### config.mk
export PLATFORM = sky130hd
export DESIGN_NAME = a23_cache_flush_seq
export DESIGN_NICKNAME = d
export VERILOG_FILES = /design/src/rtl/a23_cache_pkg.sv /design/src/rtl/a23_cache_flush_seq.sv
export SDC_FILE = /design/constraint.sdc
export NUM_CORES = 1
export LEC_CHECK = 0
export BUFFER_PORTS_ARGS = -buffer_cell sky130_fd_sc_hd__buf_2
export CAP_MARGIN = 25
export CORE_ASPECT_RATIO = 1.4
export CORE_MARGIN = 2
export CORE_UTILIZATION = 36
export DETAILED_ROUTE_END_ITERATION = 8
export HOLD_SLACK_MARGIN = 0.1
export PLACE_DENSITY = 0.85
export SLEW_MARGIN = 10
export SYNTH_ARGS = -nofsm -noshare
export SYNTH_HDL_FRONTEND = slang
export SYNTH_SLANG_ARGS = --single-unit
export TNS_END_PERCENT = 50
### constraint.sdc
create_clock -name i_clk -period 2.3 [get_ports i_clk]
set_clock_uncertainty 0.2 [all_clocks]
set_input_delay 0.115 -clock i_clk [delete_from_list [all_inputs] [get_ports i_clk]]
set_output_delay 0.115 -clock i_clk [all_outputs]
set_load 0.005 [all_outputs]
### src/rtl/a23_cache_pkg.sv
// Shared types and constants for the A23 cache flush sequencer.
// Latency: n/a (declarations only).
// Backpressure: n/a.
package a23_cache_pkg;

    // Sequencer states: IDLE waits for a flush request, FLUSH walks the tag RAM.
    typedef enum logic {
        IDLE  = 1'b0,
        FLUSH = 1'b1
    } flush_state_t;

    // Address bits that select one 2MB cacheable region out of 32.
    localparam int REGION_LSB = 21;
    localparam int REGION_MSB = 25;

    localparam int DEFAULT_CACHE_LINES = 256;
    localparam int DEFAULT_WAYS        = 4;

endpackage

### src/rtl/a23_cache_flush_seq.sv
// Invalidates every tag-RAM line (all ways at once) after reset and on each CP15 flush strobe.
// Latency: strobe at N -> writes N+1..N+CACHE_LINES -> o_flush_done at N+CACHE_LINES+1.
// Backpressure: i_tag_busy holds the current index (write enable dropped) for that cycle.
//
// Ports:
//   i_clk, i_rst_n           clock, synchronous active-low reset
//   i_cache_enable           CP15 cache-on level (only affects o_addr_cacheable)
//   i_cache_flush            one-cycle flush strobe
//   i_cacheable_area         one bit per 2MB region
//   i_address                current core access address
//   i_tag_busy               tag RAM owned by a line fill this cycle
//   o_tag_wen/o_tag_widx     per-way invalidate write enable and line index
//   o_tag_wdata_valid        valid bit written (always 0)
//   o_flush_busy             core stall request while walking
//   o_flush_done             one-cycle pulse after the last line write
//   o_addr_cacheable         cacheability of i_address, forced 0 while flushing
module a23_cache_flush_seq
    import a23_cache_pkg::*;
#(
    parameter int  CACHE_LINES = DEFAULT_CACHE_LINES,
    parameter int  WAYS        = DEFAULT_WAYS,
    localparam int IDX_W       = $clog2(CACHE_LINES)
) (
    input  logic             i_clk,
    input  logic             i_rst_n,
    input  logic             i_cache_enable,
    input  logic             i_cache_flush,
    input  logic [31:0]      i_cacheable_area,
    input  logic [31:0]      i_address,
    input  logic             i_tag_busy,
    output logic [WAYS-1:0]  o_tag_wen,
    output logic [IDX_W-1:0] o_tag_widx,
    output logic             o_tag_wdata_valid,
    output logic             o_flush_busy,
    output logic             o_flush_done,
    output logic             o_addr_cacheable
);

    localparam logic [IDX_W-1:0] LAST_IDX = IDX_W'(CACHE_LINES - 1);

    flush_state_t     state, state_nxt;
    logic [IDX_W-1:0] idx, idx_nxt;
    logic             init_pending, init_pending_nxt;
    logic             req_pending, req_pending_nxt;
    logic             flush_done_q, flush_done_nxt;

    logic [REGION_MSB-REGION_LSB:0] region;
    logic                           in_flush;
    logic                           unused_addr_bits;

    assign region           = i_address[REGION_MSB:REGION_LSB];
    assign unused_addr_bits = ^{i_address[31:REGION_MSB+1], i_address[REGION_LSB-1:0]};

    // State register
    always_ff @(posedge i_clk) begin
        if (!i_rst_n) begin
            state        <= IDLE;
            idx          <= '0;
            init_pending <= 1'b1;
            req_pending  <= 1'b0;
            flush_done_q <= 1'b0;
        end else begin
            state        <= state_nxt;
            idx          <= idx_nxt;
            init_pending <= init_pending_nxt;
            req_pending  <= req_pending_nxt;
            flush_done_q <= flush_done_nxt;
        end
    end

    // Next-state logic
    always_comb begin
        state_nxt        = state;
        idx_nxt          = idx;
        init_pending_nxt = init_pending;
        req_pending_nxt  = req_pending;
        flush_done_nxt   = 1'b0;

        unique case (state)
            IDLE: begin
                if (init_pending || req_pending || i_cache_flush) begin
                    state_nxt        = FLUSH;
                    idx_nxt          = '0;
                    init_pending_nxt = 1'b0;
                    req_pending_nxt  = 1'b0;
                end
            end
            FLUSH: begin
                if (!i_tag_busy && idx == LAST_IDX) begin
                    idx_nxt = '0;
                    // A strobe landing on the final write folds straight into the
                    // restart rather than being queued behind it.
                    if (req_pending || i_cache_flush) begin
                        req_pending_nxt = 1'b0;
                    end else begin
                        state_nxt      = IDLE;
                        flush_done_nxt = 1'b1;
                    end
                end else begin
                    if (!i_tag_busy) begin
                        idx_nxt = idx + IDX_W'(1);
                    end
                    // Any number of strobes mid-walk coalesce into one extra pass.
                    if (i_cache_flush) begin
                        req_pending_nxt = 1'b1;
                    end
                end
            end
            default: ;
        endcase
    end

    // Outputs; everything is held at 0 while reset is asserted, including the
    // cycle in which reset first drops mid-walk.
    always_comb begin
        in_flush          = i_rst_n && (state == FLUSH);
        o_tag_wen         = {WAYS{in_flush && !i_tag_busy}};
        o_tag_widx        = in_flush ? idx : '0;
        o_tag_wdata_valid = 1'b0;
        o_flush_busy      = in_flush;
        o_flush_done      = i_rst_n && flush_done_q;
        o_addr_cacheable  = i_rst_n && i_cache_enable && i_cacheable_area[region]
                            && (state != FLUSH);
    end

endmodule

==> impl_metrics.py, run 1 <==
metrics = {
    "finish": {
        "area_occupied_by_multi_input_gates_um2": 597,
        "area.growth.synth_to_final_pct": 38.9,
        "ff_latch_area_um2": 240,
        "final_net_count": 225,
        "n_fill_cell": 219,
        "most-common-layout-cells": "sky130_fd_sc_hd__buf_2, sky130_fd_sc_hd__dfxtp_1, sky130_fd_sc_hd__nand2_1",
        "post_route_cells_drive_above_1_share": 0.429,
        "num_antenna_cells": 0,
        "finalCoreUtilization": 0.523,
        "layout_commonest_cell": "sky130_fd_sc_hd__buf_2",
    },
    "sta": {
        "slew-limit-headroom": 0.624,
        "final.period_utilization": 0.896,
        "rsz0062_at_grt": "false",
        "post-route-min-period_ns": 2.06,
        "max_slew.worst_pin.slew_ns": 0.564,
        "finalSetupViolations": 0,
        "slew_violations": 0,
        "endpoints_failing_hold": 0,
        "max_clock_freq_ghz": 0.485,
        "fin_setup_tns_ns": 0,
    },
    "min_path": {
        "hold_path_class": "flip-flop to flip-flop",
    },
    "setup_path": {
        "r2r_cells": 4,
        "setup.worst_path.end": "o_addr_cacheable",
        "cp.arrival_ns": 1.75,
        "path_common_cell": "sky130_fd_sc_hd__buf_2",
        "cp-startpoint": "i_address[22]",
        "max_stage_delay_ns": 0.58,
        "cp_slowest_cell": "sky130_fd_sc_hd__mux4_1",
        "worstPathCellList": "buf_2, mux4_1, mux4_2, o22ai_1, nor4_1, buf_2",
        "path_class": "input port to output port",
        "path_max_fanout": 8,
        "timing.critical_path.to_type": "output port",
        "rrSetupSlack_ns": 0.38,
        "worstPathRequired_ns": 1.99,
        "critical_path.reg2reg.startpoint": "idx[2]$_SDFFE_PN0P_",
        "crit_path_start_kind": "input port",
        "capturing_point_of_the_worst_reg2reg_path": "flush_done_q$_SDFF_PN0_",
    },
    "floorplan": {
        "row_count": 21,
        "floorplan.initialDensity": 0.377,
        "design.die.area_um2": 2920,
        "ios": 85,
        "core_region_area_um2": 2390,
        "die_width_um": 46.3,
        "die_height_um": 63.2,
    },
    "place": {
        "dp_hpwl_um": 1940,
        "number_of_input_and_output_port_buffers_inserted": 56,
        "place_congestion": 0.860,
    },
    "synthesis": {
        "synth.cell_area_um2": 901,
        "synthesis.nets": 168,
        "ys_ff_latch": 12,
        "yosys_warnings": 0,
        "synth.yosys.seq_area_share": 0.267,
        "postSynthCellCount": 98,
        "ys_types": 31,
        "synth_area_per_cell_um2": 9.19,
    },
    "outcome": {
        "run_status": "finished clean",
    },
    "drt": {
        "drt_wl_total_um": 2300,
        "drtIter0Drc": 24,
        "dr_total_vias": 996,
        "firstDrtPassIters": 4,
        "via_per_inst": 5.30,
        "drc_violation_count_after_routing": 0,
        "number_of_antenna_violating_nets_in_the_routed_design": 0,
        "post_drt_wl_per_cell_um": 12.2,
    },
    "power_and_ir_drop": {
        "report.power.total_mw": 0.508,
        "power_frac_seq": 0.431,
        "p_leak_nw": 0.637,
        "power_switching_share": 0.250,
        "fraction_of_power_consumed_by_the_clock_network": 0.332,
        "power_per_cell_area_nw_per_um2": 406,
        "peakVddDrop_uv": 162,
        "switchingPower_mw": 0.127,
        "intPower_mw": 0.381,
        "combinationalPowerShare": 0.237,
    },
    "clocking": {
        "post-cts-setup-buffers": 0,
        "clockBufferDepth": 2,
        "numClockSinks": 12,
        "cts.htree.levels": 1,
        "ctsHoldBuffers": 4,
        "cts.repair.resized": 0,
        "register_clock_pin_slew_on_the_reported_worst_setup_and_hold_paths_ns": 0.07,
        "tritoncts": "yes",
        "clock_latency_ns": 0.28,
        "clock_buffer_count_from_cts": 3,
        "cts-root-buf": "sky130_fd_sc_hd__clkbuf_4",
    },
    "grt": {
        "grt_first_pass_wirelength_um": 3720,
        "vias_in_the_first_global_route": 959,
        "grt.overflow.total": 0,
        "antenna_found_initial": 0,
        "overall_global_routing_usage": 0.167,
        "grt_max_degree": 17,
    },
    "flow_run": {
        "cap_violations": 0,
    },
}
[final cells by class]
cell class | count | share of cell area
multi-input combinational | 75 | 0.477
clock buffer | 4 | 0.0290
inverter | 2 | 0.00600
sequential | 12 | 0.192
tap | 34 | 0.0340
timing repair buffer | 61 | 0.262
[metal layers]
metal | vias to the layer above | wire (um) | GRT usage
met4 | 0 | 29 | 0.0571
met3 | 4 | 220 | 0.0201
li1 | 473 | - | -
met2 | 61 | 1300 | 0.332
met1 | 458 | 749 | 0.157
met5 | - | 0 | 0
[worst min path at each step]
stage          slack, ns                        end  cells past startpoint                       from
2_1_floorplan     -0.006    flush_done_q$_SDFF_PN0_                      1              i_cache_flush
4_1_cts             0.25  init_pending$_SDFFE_PN1P_                      2  init_pending$_SDFFE_PN1P_
3_5_place_dp        0.13    flush_done_q$_SDFF_PN0_                      2              i_cache_flush
3_3_place_gp        0.12    flush_done_q$_SDFF_PN0_                      2              i_cache_flush
5_1_grt             0.27  init_pending$_SDFFE_PN1P_                      2  init_pending$_SDFFE_PN1P_
6_report            0.24  init_pending$_SDFFE_PN1P_                      2  init_pending$_SDFFE_PN1P_
[logic make-up after synthesis]
| family | after synthesis | share of synthesized area |
|---|---|---|
| DFF | 12 | 0.267 |
| and+or+nand+nor | 46 | 0.269 |
| AOI/OAI and AO/OA | 13 | 0.0764 |
| other | 1 | 0.00416 |
| buffers and inverters | 11 | 0.0708 |
| muxes | 11 | 0.269 |
| adders and majority gates | 1 | 0.0139 |
| xor gates and xnor gates | 3 | 0.0292 |
[state kept, by name, indices dropped and copies added (netlist names)]
| name | count |
|---|---|
| flush_done_q | 1 |
| idx | 8 |
| init_pending | 1 |
| req_pending | 1 |
| state | 1 |
[power by group through the flow]
| stage | registers [mW] | logic, mW | clock network, mW |
|---|---|---|---|
| after floorplan | 0.223 | 0.0699 | 0 |
| after global placement | 0.223 | 0.113 | 0 |
| after detailed placement | 0.224 | 0.118 | 0 |
| after CTS | 0.219 | 0.122 | 0.172 |
| after global routing | 0.219 | 0.133 | 0.183 |
| final | 0.219 | 0.121 | 0.169 |
[metrics by stage]
step	cells	cell area [um2]	worst slack [ns]	hold slack [ns]
finish	188	1250	0.240	0.244
global route	188	1250	0.145	0.268
CTS	188	1250	0.215	0.246
detailed placement	180	1170	0.215	0.135
global placement	180	1170	0.236	0.124
floorplan	98	901	0.546	-0.00634
[cells in the mapped netlist]
library cell | count | area, um2
sky130_fd_sc_hd__nor2_1 | 7 | 26.3
sky130_fd_sc_hd__nand2_1 | 10 | 37.5
sky130_fd_sc_hd__nand2b_1 | 1 | 6.26
sky130_fd_sc_hd__nor3_1 | 1 | 5.00
sky130_fd_sc_hd__dfxtp_1 | 12 | 240
sky130_fd_sc_hd__nor2b_1 | 1 | 6.26
sky130_fd_sc_hd__and2_1 | 2 | 12.5
sky130_fd_sc_hd__ha_1 | 1 | 12.5
sky130_fd_sc_hd__o21ai_0 | 3 | 15.0
sky130_fd_sc_hd__nor4_1 | 2 | 12.5
sky130_fd_sc_hd__buf_6 | 1 | 11.3
sky130_fd_sc_hd__nand3_1 | 5 | 25.0
sky130_fd_sc_hd__o22ai_1 | 1 | 6.26
sky130_fd_sc_hd__clkbuf_1 | 4 | 15.0
sky130_fd_sc_hd__a21boi_0 | 1 | 7.51
sky130_fd_sc_hd__or4_1 | 1 | 7.51
sky130_fd_sc_hd__a21oi_1 | 7 | 35.0
sky130_fd_sc_hd__inv_1 | 2 | 7.51
sky130_fd_sc_hd__mux4_2 | 4 | 90.1
sky130_fd_sc_hd__xor2_1 | 3 | 26.3
sky130_fd_sc_hd__mux2i_1 | 1 | 10.0
sky130_fd_sc_hd__mux4_1 | 5 | 131
sky130_fd_sc_hd__o21ai_1 | 1 | 5.00
sky130_fd_sc_hd__conb_1 | 1 | 3.75
sky130_fd_sc_hd__and3_1 | 9 | 56.3
sky130_fd_sc_hd__and4_1 | 1 | 8.76
sky130_fd_sc_hd__or3_1 | 3 | 18.8
sky130_fd_sc_hd__nor3b_1 | 1 | 7.51
sky130_fd_sc_hd__nand4_1 | 2 | 12.5
sky130_fd_sc_hd__mux2_2 | 1 | 11.3
sky130_fd_sc_hd__buf_4 | 4 | 30.0
[worst max-delay path: cells and delay by family]
family	cells	cell delay [ns]
simple gates	1	0.07
mux	2	1.05
buf+inv	2	0.35
compound gates	1	0.16
(Power assumes the default switching activity.)
==> run 2: changes to the inputs <==
--- a/config.mk
+++ b/config.mk
@@ -13,6 +13,7 @@
 export DETAILED_ROUTE_END_ITERATION = 8
 export HOLD_SLACK_MARGIN = 0.1
 export PLACE_DENSITY = 0.85
+export RECOVER_POWER = 25
 export SLEW_MARGIN = 10
 export SYNTH_ARGS = -nofsm -noshare
 export SYNTH_HDL_FRONTEND = slang
==> constraint.sdc (replaced) <==
create_clock -name i_clk -period 2.3 [get_ports i_clk]
set_clock_uncertainty 0.2 [all_clocks]
set_input_delay 0.23 -clock i_clk [delete_from_list [all_inputs] [get_ports i_clk]]
set_output_delay 0.23 -clock i_clk [all_outputs]
set_load 0.005 [all_outputs]
==> run 2 against run 1 <==
Fmax fell by 7.3%. Critical endpoint unchanged. Total power rose by 0.55%. Global-route usage rose by 0.15 points. Cell area fell by 1.8%. Sequential cell count did not move. Clock-buffer cell count did not move. Sequential share of layout area rose by 0.35 points.
==> impl_metrics.py, run 2 (synthesis results as in run 1) <==
metrics = {
    "outcome": {
        "run_status": "finished clean",
    },
    "power_and_ir_drop": {
        "fraction_of_power_consumed_by_the_clock_network": 0.339,
        "p_leak_nw": 0.621,
        "intPower_mw": 0.379,
        "power_switching_share": 0.258,
        "peakVddDrop_uv": 185,
        "report.power.total_mw": 0.511,
        "combinationalPowerShare": 0.225,
        "switchingPower_mw": 0.132,
        "power_frac_seq": 0.436,
        "power_per_cell_area_nw_per_um2": 416,
    },
    "sta": {
        "setup_ws_ns": 0.0764,
        "rsz0062_at_grt": "false",
        "max_slew.worst_pin.slew_ns": 0.591,
        "final.period_utilization": 0.967,
        "finalSetupViolations": 0,
        "endpoints_failing_hold": 0,
        "slew_violations": 0,
        "post-route-min-period_ns": 2.22,
        "max_clock_freq_ghz": 0.450,
        "fin_setup_tns_ns": 0,
        "slew-limit-headroom": 0.606,
    },
    "setup_path": {
        "path_class": "input port to output port",
        "path_common_cell": "sky130_fd_sc_hd__buf_2",
        "path_max_fanout": 5,
        "max_stage_delay_ns": 0.56,
        "worstPathRequired_ns": 1.87,
        "critical_path.reg2reg.startpoint": "state$_SDFF_PN0_",
        "path_buf_inv": 2,
        "critical_path_cell_count": 6,
        "cp-startpoint": "i_address[22]",
        "worstPathCellList": "buf_2, mux4_1, mux4_2, o22ai_1, nor4_1, buf_2",
        "timing.critical_path.to_type": "output port",
        "r2r_cells": 4,
        "cp_slowest_cell": "sky130_fd_sc_hd__mux4_1",
        "crit_path_start_kind": "input port",
        "cp.arrival_ns": 1.79,
        "critical_path.top_delay_family": "multiplexers",
    },
    "floorplan": {
        "row_count": 21,
        "core_region_area_um2": 2390,
        "design.die.area_um2": 2920,
        "die_height_um": 63.2,
        "floorplan.initialDensity": 0.377,
        "ios": 85,
        "die_width_um": 46.3,
    },
    "drt": {
        "number_of_antenna_violating_nets_in_the_routed_design": 0,
        "drc_violation_count_after_routing": 0,
        "wirelength_met1_um": 776,
        "drtIter0Drc": 15,
        "maxUsedRoutingLayer": "met4",
        "met2RoutedLength_um": 1260,
        "via_per_inst": 5.34,
        "post_drt_wl_per_cell_um": 12.4,
        "dr_total_vias": 993,
        "drt_wl_total_um": 2310,
        "route.met3.wl_um": 238,
        "firstDrtPassIters": 4,
    },
    "grt": {
        "grt.overflow.total": 0,
        "grt_first_pass_wirelength_um": 3710,
        "vias_in_the_first_global_route": 949,
        "antenna_found_initial": 0,
        "grt_max_degree": 18,
        "overall_global_routing_usage": 0.168,
    },
    "min_path": {
        "timing.hold.worst_path_depth": 4,
        "holdCritStartpoint": "i_tag_busy",
        "hold_path_class": "input port to flip-flop",
    },
    "place": {
        "postPlaceCellArea_um2": 1170,
        "place_congestion": 0.863,
        "dp_hpwl_um": 1880,
        "detailedPlace.worstSlack_ns": 0.0586,
        "number_of_input_and_output_port_buffers_inserted": 56,
    },
    "finish": {
        "post_route_cells_drive_above_1_share": 0.421,
        "area_occupied_by_multi_input_gates_um2": 597,
        "flip_flop_count_of_the_largest_register_after_layout": 8,
        "ff_latch_area_um2": 240,
        "finalCoreUtilization": 0.514,
        "n_fill_cell": 240,
        "most-common-layout-cells": "sky130_fd_sc_hd__buf_2, sky130_fd_sc_hd__dfxtp_1, sky130_fd_sc_hd__nand2_1",
        "top_reg_by_flops": "idx",
        "num_antenna_cells": 0,
        "area.growth.synth_to_final_pct": 36.4,
        "layout_commonest_cell": "sky130_fd_sc_hd__buf_2",
        "final_design_area_no_fill_um2": 1230,
        "final_net_count": 223,
    },
    "clocking": {
        "ctsHoldBuffers": 2,
        "cts.repair.resized": 0,
        "clock_latency_ns": 0.28,
        "clockBufferDepth": 2,
        "cts.htree.levels": 1,
        "cts-root-buf": "sky130_fd_sc_hd__clkbuf_4",
        "clock_buffer_count_from_cts": 3,
        "numClockSinks": 12,
        "post-cts-setup-buffers": 0,
        "tritoncts": "yes",
        "register_clock_pin_slew_on_the_reported_worst_setup_and_hold_paths_ns": 0.08,
    },
    "flow_run": {
        "cap_violations": 0,
    },
}
==> run 2: changes by cell type in the layout (fill, tap and decap cells not counted) <==
| cell | change |
|---|---|
| sky130_fd_sc_hd__buf_2 | -2 |
| sky130_fd_sc_hd__clkbuf_1 | +2 |
| sky130_fd_sc_hd__dlygate4sd3_1 | -2 |
==> run 2: per-stage QoR <==
stage | hold slack (ns) | cells
finish | 0.120 | 186
floorplan | 0.109 | 98
detailed placement | 0.243 | 180
global placement | 0.229 | 180
CTS | 0.112 | 186
global route | 0.145 | 186
==> run 2: final cells by class <==
class | count | share of cell area
multi-input combinational | 75 | 0.486
inverter | 2 | 0.00611
sequential | 12 | 0.196
timing repair buffer | 59 | 0.248
clock buffer | 4 | 0.0295
tap | 34 | 0.0346
==> run 2: per-layer routing <==
| metal | global-route usage | vias to the layer above |
|---|---|---|
| met1 | 0.171 | 448 |
| li1 | - | 472 |
| met2 | 0.316 | 69 |
| met5 | 0 | - |
| met4 | 0.0714 | 0 |
| met3 | 0.0201 | 4 |
==> run 2: power by group through the flow <==
stage	combinational, mW	clock [mW]	sequential (mW)
after CTS	0.116	0.174	0.223
final	0.115	0.173	0.223
after global placement	0.109	0	0.227
after floorplan	0.0699	0	0.223
after detailed placement	0.113	0	0.228
after global routing	0.127	0.182	0.224
==> run 2: final timing paths <==
kind,end,slack [ns]
min reg2reg,init_pending$_SDFFE_PN1P_,0.25
max,o_addr_cacheable,0.08
min,idx[6]$_SDFFE_PN0P_,0.12
max reg2reg,idx[2]$_SDFFE_PN0P_,0.41
==> run 2: worst min-delay path: stages <==
cell and delay, ns:
sky130_fd_sc_hd__buf_2 0.11, sky130_fd_sc_hd__nor3b_1 0.07, sky130_fd_sc_hd__nand3_1 0.09, sky130_fd_sc_hd__a21oi_1 0.06
